<file path="src/rtl/scaler_pkg.sv">
// rtl/scaler_pkg.sv - shared FSM state type and constants for the scaler line writer
package scaler_pkg;

    // Buffers kept free so the line currently being read is never overwritten
    localparam int FIFO_GUARD = 1;

    // Default yScale fixed-point split (unsigned, integer.fraction)
    localparam int YS_INT_BITS  = 4;
    localparam int YS_FRAC_BITS = 14;

    typedef enum logic [2:0] {
        ST_IDLE = 3'd0,
        ST_WAIT = 3'd1,
        ST_LINE = 3'd2,
        ST_SKIP = 3'd3,
        ST_ADV  = 3'd4,
        ST_STEP = 3'd5,
        ST_DONE = 3'd6
    } state_e;

endpackage

</file>
<file path="src/rtl/scaler_line_select.sv">
// rtl/scaler_line_select.sv - vertical line selection accumulator (active with LINE_SKIP_EN)
module scaler_line_select
    import scaler_pkg::*;
#(
    parameter int LINE_WIDTH      = 11,
    parameter int SCALE_INT_BITS  = YS_INT_BITS,
    parameter int SCALE_FRAC_BITS = YS_FRAC_BITS
) (
    input  logic                                    clk,
    input  logic                                    rst_n,
    input  logic                                    clear_i,
    input  logic                                    step_i,
    input  logic [SCALE_INT_BITS+SCALE_FRAC_BITS-1:0] y_scale_i,
    input  logic [LINE_WIDTH-1:0]                   line_i,
    output logic                                    needed_o,
    output logic                                    step_done_o
);

`ifdef LINE_SKIP_EN
    localparam int ACC_WIDTH = LINE_WIDTH + SCALE_FRAC_BITS;

    logic [ACC_WIDTH-1:0]  y_acc_q;
    logic [ACC_WIDTH-1:0]  y_acc_d;
    logic [LINE_WIDTH-1:0] y_need;

    assign y_need = y_acc_q[ACC_WIDTH-1:SCALE_FRAC_BITS];

    // A line is dropped only once the accumulator has moved past it; the
    // stepping rule keeps yNeed >= L-1, so "not beyond L" means L-1 or L.
    assign needed_o    = !(y_need > line_i);
    // A zero scale would never advance, so it is treated as already done.
    assign step_done_o = (y_scale_i == '0) || !(y_need < line_i);

    // Next accumulator value: clear at frame start, one add per requested step
    always_comb begin
        y_acc_d = y_acc_q;
        if (clear_i) begin
            y_acc_d = '0;
        end else if (step_i && !step_done_o) begin
            y_acc_d = y_acc_q + ACC_WIDTH'(y_scale_i);
        end
    end

    // Accumulator register
    always_ff @(posedge clk or negedge rst_n) begin
        if (!rst_n) begin
            y_acc_q <= '0;
        end else begin
            y_acc_q <= y_acc_d;
        end
    end
`else
    // Without line skipping every input line is kept and STEP never dwells.
    logic unused_sel;
    assign unused_sel  = ^{clk, rst_n, clear_i, step_i, y_scale_i, line_i};
    assign needed_o    = 1'b1;
    assign step_done_o = 1'b1;
`endif

endmodule

</file>
<file path="src/rtl/scaler_line_writer.sv">
// rtl/scaler_line_writer.sv - line-buffer FIFO feeder for the vertical scaler; LINE_SKIP_EN enables line skipping
module scaler_line_writer
    import scaler_pkg::*;
#(
    parameter int DATA_WIDTH        = 16,
    parameter int ADDRESS_WIDTH     = 11,
    parameter int BUFFER_SIZE       = 4,
    parameter int BUFFER_SIZE_WIDTH = 3,
    parameter int INPUT_Y_RES_WIDTH = 11,
    parameter int SCALE_INT_BITS    = YS_INT_BITS,
    parameter int SCALE_FRAC_BITS   = YS_FRAC_BITS
) (
    input  logic                                      clk,
    input  logic                                      rst_n,
    input  logic                                      start,
    input  logic [ADDRESS_WIDTH-1:0]                  inputXRes,
    input  logic [INPUT_Y_RES_WIDTH-1:0]              inputYRes,
    input  logic [SCALE_INT_BITS+SCALE_FRAC_BITS-1:0] yScale,
    input  logic [DATA_WIDTH-1:0]                     dIn,
    input  logic                                      dInValid,
    output logic                                      nextDin,
    input  logic [BUFFER_SIZE_WIDTH-1:0]              fillCount,
    output logic [DATA_WIDTH-1:0]                     writeData,
    output logic [ADDRESS_WIDTH-1:0]                  writeAddress,
    output logic                                      writeEnable,
    output logic                                      advanceWrite,
    output logic                                      frameDone
);

    localparam int SCALE_WIDTH = SCALE_INT_BITS + SCALE_FRAC_BITS;
    localparam logic [BUFFER_SIZE_WIDTH-1:0] FILL_LIMIT =
        BUFFER_SIZE_WIDTH'(BUFFER_SIZE - FIFO_GUARD);

    state_e                         state_q, state_d;
    logic [ADDRESS_WIDTH-1:0]       col_q, col_d;
    logic [INPUT_Y_RES_WIDTH-1:0]   line_q, line_d;
    logic [ADDRESS_WIDTH-1:0]       x_res_q, x_res_d;
    logic [INPUT_Y_RES_WIDTH-1:0]   y_res_q, y_res_d;
    logic [DATA_WIDTH-1:0]          wr_data_q, wr_data_d;
    logic [ADDRESS_WIDTH-1:0]       wr_addr_q, wr_addr_d;
    logic                           wr_en_q, wr_en_d;
    logic                           adv_q, adv_d;
    logic                           done_q, done_d;

    logic                           next_din;
    logic                           sel_clear;
    logic                           sel_step;
    logic                           sel_needed;
    logic                           sel_step_done;
    logic [SCALE_WIDTH-1:0]         y_scale_sel;

`ifdef LINE_SKIP_EN
    logic [SCALE_WIDTH-1:0] y_scale_q;

    // Scale factor is captured together with the rest of the frame config
    always_ff @(posedge clk or negedge rst_n) begin
        if (!rst_n) begin
            y_scale_q <= '0;
        end else if (state_q == ST_IDLE && start) begin
            y_scale_q <= yScale;
        end
    end

    assign y_scale_sel = y_scale_q;
`else
    logic unused_y_scale;
    assign unused_y_scale = ^yScale;
    assign y_scale_sel    = '0;
`endif

    scaler_line_select #(
        .LINE_WIDTH      (INPUT_Y_RES_WIDTH),
        .SCALE_INT_BITS  (SCALE_INT_BITS),
        .SCALE_FRAC_BITS (SCALE_FRAC_BITS)
    ) u_line_select (
        .clk         (clk),
        .rst_n       (rst_n),
        .clear_i     (sel_clear),
        .step_i      (sel_step),
        .y_scale_i   (y_scale_sel),
        .line_i      (line_q),
        .needed_o    (sel_needed),
        .step_done_o (sel_step_done)
    );

    // Next-state and output decode; write strobes are single-cycle by default
    always_comb begin
        state_d   = state_q;
        col_d     = col_q;
        line_d    = line_q;
        x_res_d   = x_res_q;
        y_res_d   = y_res_q;
        wr_data_d = wr_data_q;
        wr_addr_d = wr_addr_q;
        wr_en_d   = 1'b0;
        adv_d     = 1'b0;
        done_d    = 1'b0;
        next_din  = 1'b0;
        sel_clear = 1'b0;
        sel_step  = 1'b0;

        case (state_q)
            ST_IDLE: begin
                if (start) begin
                    x_res_d   = inputXRes;
                    y_res_d   = inputYRes;
                    col_d     = '0;
                    line_d    = '0;
                    sel_clear = 1'b1;
                    state_d   = ST_WAIT;
                end
            end
            ST_WAIT: begin
                // Space for a whole line is reserved here so LINE never stalls
                if (!sel_needed) begin
                    state_d = ST_SKIP;
                end else if (fillCount < FILL_LIMIT) begin
                    state_d = ST_LINE;
                end
            end
            ST_LINE: begin
                next_din = 1'b1;
                if (dInValid) begin
                    wr_en_d   = 1'b1;
                    wr_addr_d = col_q;
                    wr_data_d = dIn;
                    col_d     = col_q + 1'b1;
                    if (col_q == x_res_q) begin
                        state_d = ST_ADV;
                    end
                end
            end
            ST_SKIP: begin
                next_din = 1'b1;
                if (dInValid) begin
                    col_d = col_q + 1'b1;
                    if (col_q == x_res_q) begin
                        state_d = ST_STEP;
                    end
                end
            end
            ST_ADV: begin
                // Registered, so the pulse lands one cycle after the last write
                adv_d   = 1'b1;
                state_d = ST_STEP;
            end
            ST_STEP: begin
                if (!sel_step_done) begin
                    sel_step = 1'b1;
                end else begin
                    col_d  = '0;
                    line_d = line_q + 1'b1;
                    if (line_q == y_res_q) begin
                        done_d  = 1'b1;
                        state_d = ST_DONE;
                    end else begin
                        state_d = ST_WAIT;
                    end
                end
            end
            ST_DONE: begin
                state_d = ST_IDLE;
            end
            default: begin
                state_d = ST_IDLE;
            end
        endcase
    end

    // State and datapath registers; reset returns everything to idle/zero
    always_ff @(posedge clk or negedge rst_n) begin
        if (!rst_n) begin
            state_q   <= ST_IDLE;
            col_q     <= '0;
            line_q    <= '0;
            x_res_q   <= '0;
            y_res_q   <= '0;
            wr_data_q <= '0;
            wr_addr_q <= '0;
            wr_en_q   <= 1'b0;
            adv_q     <= 1'b0;
            done_q    <= 1'b0;
        end else begin
            state_q   <= state_d;
            col_q     <= col_d;
            line_q    <= line_d;
            x_res_q   <= x_res_d;
            y_res_q   <= y_res_d;
            wr_data_q <= wr_data_d;
            wr_addr_q <= wr_addr_d;
            wr_en_q   <= wr_en_d;
            adv_q     <= adv_d;
            done_q    <= done_d;
        end
    end

    assign nextDin      = next_din;
    assign writeData    = wr_data_q;
    assign writeAddress = wr_addr_q;
    assign writeEnable  = wr_en_q;
    assign advanceWrite = adv_q;
    assign frameDone    = done_q;

endmodule

</file>
<file path="config.mk">
export PLATFORM = sky130hd
export DESIGN_NAME = scaler_line_writer
export DESIGN_NICKNAME = d
export VERILOG_FILES = /design/src/rtl/scaler_pkg.sv /design/src/rtl/scaler_line_select.sv /design/src/rtl/scaler_line_writer.sv
export SDC_FILE = /design/constraint.sdc
export NUM_CORES = 1
export LEC_CHECK = 0
export ABC_AREA = 1
export CORE_MARGIN = 3
export CORE_UTILIZATION = 44
export CTS_CLUSTER_SIZE = 28
export DETAILED_ROUTE_END_ITERATION = 10
export PLACE_DENSITY = 0.86
export SYNTH_ARGS = -nofsm -noshare
export SYNTH_HDL_FRONTEND = slang
export SYNTH_SLANG_ARGS = --single-unit
export TNS_END_PERCENT = 10
</file>
<file path="constraint.sdc">
create_clock -name clk -period 1.3 [get_ports clk]
set_input_delay 0.39 -clock clk [delete_from_list [all_inputs] [get_ports clk]]
set_output_delay 0.39 -clock clk [all_outputs]
set_load 0.1 [all_outputs]
</file>
* Yosys cells after proc, flatten, opt, wreduce, memory -nomap -nowiden
Cells that the tools add are included.
** Word-level totals
- Register bits after elaboration :: 77
- Bits of input ports :: 63
- Output and inout bits :: 31
- Logic and storage cells :: 54
** Operators by class
- Add/sub/neg operators :: 2
- $lt $le $gt $ge :: 1
- Equal/unequal tests :: 14
- Multiplexer cells :: 18
- Reductions and logical operators :: 9
** Operators with widths (number)
- $pmux W11 S3 :: 1
- $add A11 B1 Y11 const B :: 2
- $eq A11 B11 Y1 :: 2
- $mux W11 :: 2
- $pmux W11 S2 :: 1
- $mux W3 :: 7
- $pmux W3 S6 :: 1
- $ne A2 B2 Y1 const B :: 6
- $eq A3 B2 Y1 const B :: 2
- $eq A3 B3 Y1 const B :: 2
- $mux W1 :: 6
- $reduce_and A2 Y1 :: 3
- $reduce_and A6 Y1 :: 1
- $eq A3 B1 Y1 const B :: 1
- $logic_not A3 Y1 :: 1
- $lt A3 B2 Y1 const B :: 1
- $reduce_and A3 Y1 :: 1
- $reduce_bool A3 Y1 :: 1
- $ne A2 B1 Y1 const B :: 1
- $reduce_bool A2 Y1 :: 1
- $reduce_or A2 Y1 :: 1

* Logic depth before layout (Yosys ltp)
- Depth in word-level cells :: 4
- Gate-level depth with buffers :: 11
- Mapped depth without buffers :: 11

* By module
A second synthesis with hierarchy kept.
** Unflattened totals
- Cells, all modules :: 480
- Area total of the unflattened synthesis :: 3863.7 sq um
** By module, submodules not included
- scaler_line_writer :: times used 1, cells each 477, area an instance 3844.9 sq um, sequential area each 1926.8 sq um
- scaler_line_select :: times used 1, cells each 3, area an instance 18.8 sq um, sequential area each 0.0 sq um

* Worst setup path after synthesis
OpenSTA, ideal clock, no wires.
- Path kind :: reg2out
- Start point :: register state_q[1]
- End point :: output port nextDin
- Arrival :: 1.656 ns
- Required time :: 0.910 ns
- Setup slack :: -0.746 ns
- Cell stages (with the launch flop) :: 4
- Path buffers :: 1
- Cell sequence :: dfrtp_1 > inv_2 > nor2_4 > clkbuf_1
** Between the ends
- Cells in the longest elaborated chain, start to end :: 3
- Elaborated cells on any way between the ends :: 4
- Those cells by class :: 2 x eq/ne; 1 x mux; 1 x reduce/logical
** Ends and longest elaborated chain
- start: declaration :: line scaler_line_writer.sv:34 : state_e state_q, state_d;
- start signal: assignment :: line scaler_line_writer.sv:184 : state_q <= state_d;
- $eq A3 B2 Y1 :: line scaler_line_writer.sv:102 : case (state_q)
- $reduce_or A2 Y1 (no line) *
- $mux W1 * :: line scaler_line_writer.sv:102
- end: declaration :: line scaler_line_writer.sv:21 : output logic nextDin,
Every way passes the cells marked *; elsewhere a longest branch is shown, timed or not.

* Final worst setup path
- Start point :: register state_q[1]
- End point :: register col_q[6]
** Between the ends
- Cells in the longest elaborated chain, start to end :: 4
- Elaborated cells on any way between the ends :: 10
- Those cells by class :: 5 x eq/ne; 1 x mux; 4 x reduce/logical
** Ends and longest elaborated chain
- $eq A3 B2 Y1 :: line scaler_line_writer.sv:102
- $reduce_or A2 Y1 (no line)
- $ne A2 B1 Y1 (no line) or $reduce_bool A3 Y1 (tied branches)
- $reduce_and A3 Y1 (no line)
- end signal: assignment :: line scaler_line_writer.sv:185 : col_q <= col_d;
- end: declaration :: line scaler_line_writer.sv:35 : logic [ADDRESS_WIDTH-1:0] col_q, col_d;
Several ways; a longest one is shown, not always the timed one.
A chain may end at the register's enable or synchronous reset.

==> impl_metrics.json <==
{
  "ys_seq_elements": 77,
  "cts_buffers": 9,
  "cts.path.max_buffers": 2,
  "endpoint_kind": "flop",
  "vias": 3777,
  "setup_ws_ps": -373,
  "worstSetupStartpointType": "flop",
  "diodes": 0,
  "finalPower_mw": 13.7,
  "synth.top_cell.area_share": 0.530,
  "synthArstFlopShare": 1.00,
  "synth_warnings": 0,
  "power_density_nw_per_um2": 2400,
  "yosys.area_share.simple": 0.290,
  "min_path_type": "input pin to asynchronous set/reset pin",
  "vias_per_cell": 5.37,
  "first_pass_iters": 7,
  "synth_compound_area_frac": 0.0720,
  "critPathTopFamily": "simple AND/OR/NAND/NOR gates",
  "layout-drive-gt1-share": 0.258,
  "area_growth_pct": 56.6,
  "yosys-top-cells-count": "198 x nand2_1, 77 x dfrtp_1, 39 x inv_1, 22 x nor2_1, 22 x o21ai_1",
  "synth_top_area_cell": "dfrtp_1",
  "grt_pass1_wl_um": 16900,
  "antenna_left": 0,
  "arrival_ps": 1960,
  "core_area_sq_um": 7890,
  "ir_worst_vdd_uv": 1030,
  "synth_top_family_by_area": "simple AND/OR/NAND/NOR gates",
  "finalSetupViolations": 100,
  "synth_mux_area_frac": 0,
  "dieArea_sq_um": 9380,
  "clk_pin_slew_ps": 90,
  "status": "finished with violations",
  "wl_um": 11600,
  "period_share": 1.29,
  "rows": 32,
  "overflow": 0,
  "fmax_mhz": 598,
  "cap_violations": 0,
  "cts_tree": "yes",
  "syn_avg_cell_area_sq_um": 7.88,
  "port_buffers": 75,
  "wl_per_cell_um": 16.5,
  "path_max_fanout": 16,
  "die_x_um": 96.9,
  "synth-edff-count": 0,
  "worst_pin_slew_ps": 313,
  "skew_ps": 14.9,
  "required_ps": 1590,
  "num_io_pins": 94,
  "worst_path_max_delay_cell": "dfrtp_1",
  "antenna_found_initial": 0,
  "hpwlAfterDp_um": 7110,
  "relSlewSlack": 0.791,
  "die_h_um": 96.9,
  "drc": 0,
  "root_buffer": "clkbuf_8",
  "synthAdderAreaFrac": 0.00689,
  "netlist_area_sq_um": 3630,
  "leakage_nw": 2.75,
  "track_usage": 0.222,
  "cts_max_level": 3,
  "ys_top_cells_by_area": "dfrtp_1 53%, nand2_1 20%, inv_1 4.0%",
  "ys.flop_type": "dfrtp_1",
  "insertion_delay_ps": 370,
  "drv_slew": 0,
  "crit_start": "state_q[1]$_DFFE_PN0P_",
  "synth_fp_nets": 526,
  "initial_utilization": 0.461,
  "synth.most_common_cell": "nand2_1",
  "failed_checks": "setup timing",
  "rr_startpoint": "state_q[1]$_DFFE_PN0P_",
  "period_needed_ps": 1670,
  "grt_pass1_vias": 3670,
  "dp_cells": 675,
  "ys_seq_area_frac": 0.530,
  "finalNonFillerCells": 703,
  "place.gp.congestion": 0.973,
  "grt_setup_unrepaired": "true",
  "synth_cells": 461,
  "crit_type": "flop to flop",
  "grt_max_degree": 27,
  "cpPeakStageDelay_ps": 420,
  "synth_cell_type_count": 25,
  "cts.sinks": 77,
  "worst-path-buf-inv": 3,
  "synth_xor_area_frac": 0.0362,
  "num-nets-final": 662,
  "hold_viol": 0,
  "path_cells": "buf_6 -> nor3_4 -> buf_6 -> nor3_4 -> nor2_4 -> buf_12 -> nand3_1 -> a21oi_2",
  "first_iter_violations": 410
}
==> final cells by class <==
| class | count | area (sq um) |
|---|---|---|
| Fill cell | 491 | 2200 |
| Sequential cell | 77 | 1930 |
| Timing Repair Buffer | 137 | 1620 |
| Multi-Input combinational cell | 324 | 1620 |
| Inverter | 48 | 190 |
| Clock buffer | 11 | 151 |
| Tap cell | 102 | 128 |
| Clock inverter | 4 | 47.5 |
==> flip-flops by register name, indices dropped and copies added, names as in the netlist <==
signal,flops
writeAddress,11
col_q,11
frameDone,1
line_q,11
writeData,16
state_q,3
y_res_q,11
writeEnable,1
advanceWrite,1
x_res_q,11
==> cells in the final DEF, fill, tap and decap left out, types with 2 or more instances in the layout <==
| cell type | count |
|---|---|
| nand2_1 | 192 |
| dfrtp_1 | 73 |
| buf_4 | 47 |
| clkdlybuf4s50_1 | 43 |
| inv_1 | 38 |
| buf_12 | 35 |
| o21ai_1 | 23 |
| nand3_1 | 14 |
| nor2_1 | 14 |
| xnor2_1 | 13 |
| clkbuf_8 | 11 |
| o21ai_0 | 10 |
| buf_6 | 10 |
| nand4_1 | 9 |
| inv_2 | 6 |
| nor2_4 | 6 |
| nor2_2 | 5 |
| nor3_1 | 5 |
| a21oi_1 | 5 |
| inv_4 | 4 |
| nand2_4 | 4 |
| dfrtp_2 | 4 |
| nand3_2 | 3 |
| o21ai_2 | 3 |
| nand2_2 | 3 |
| nor3_4 | 2 |
| o21ai_4 | 2 |
| xor2_1 | 2 |
| a21oi_2 | 2 |
| o22ai_1 | 2 |
| ha_1 | 2 |
| clkinv_2 | 2 |
==> where the power goes <==
part	switching (mW)	internal (mW)	total [mW]
logic	4.91	3.06	7.96
registers	0.685	3.13	3.82
clock network	0.893	0.975	1.87
total	6.48	7.17	13.7
==> path summary, 6_finish.rpt <==
path,slack (ps),cells past startpoint,to
min in group clk,500,2,y_res_q[7]$_DFFE_PN0P_
hold reg to reg,500,2,y_res_q[7]$_DFFE_PN0P_
max in group asynchronous,350,3,state_q[0]$_DFFE_PN0P_
setup reg to reg,-370,8,col_q[6]$_DFFE_PN0P_
setup / recovery,-370,8,col_q[6]$_DFFE_PN0P_
hold / removal,480,2,writeData[1]$_DFFE_PN0P_
==> per-stage QoR <==
step	setup TNS (ps)	utilization	hold WS, ps	instance area (sq um)	setup WS, ps
after floorplan	-818	-	94.4	3650	-47.5
after global placement	-20330	0.656	274	5170	-351
after detailed placement	-21730	0.656	276	5170	-387
after CTS	-7120	0.697	440	5500	-280
after global routing	-15260	0.721	494	5690	-439
final	-10680	0.721	476	5690	-373
==> metal layers <==
layer	vias to the layer above	GRT usage	share of wire
li1	1711	-	-
met1	1812	0.266	0.37
met2	203	0.383	0.53
met3	51	0.0411	0.062
met4	0	0.110	0.041
met5	-	0	0
==> what timing repair did <==
item | in CTS | in global routing
pin swaps | 3 | 14
buffers inserted | 8 | 4
hold buffers | 1 | 0
hold endpoints to repair | 14 | 0
cloned | 0 | 0
resized for setup | 14 | 48
setup endpoints to repair | 96 | 106
==> kinds of logic after synthesis <==
family          after synthesis
simple gates                258
compound gates               49
flops                        77
buf+inv                      60
xor+xnor                     15
fa+ha+maj                     2
No activity file was read; power rests on OpenSTA's default activity.
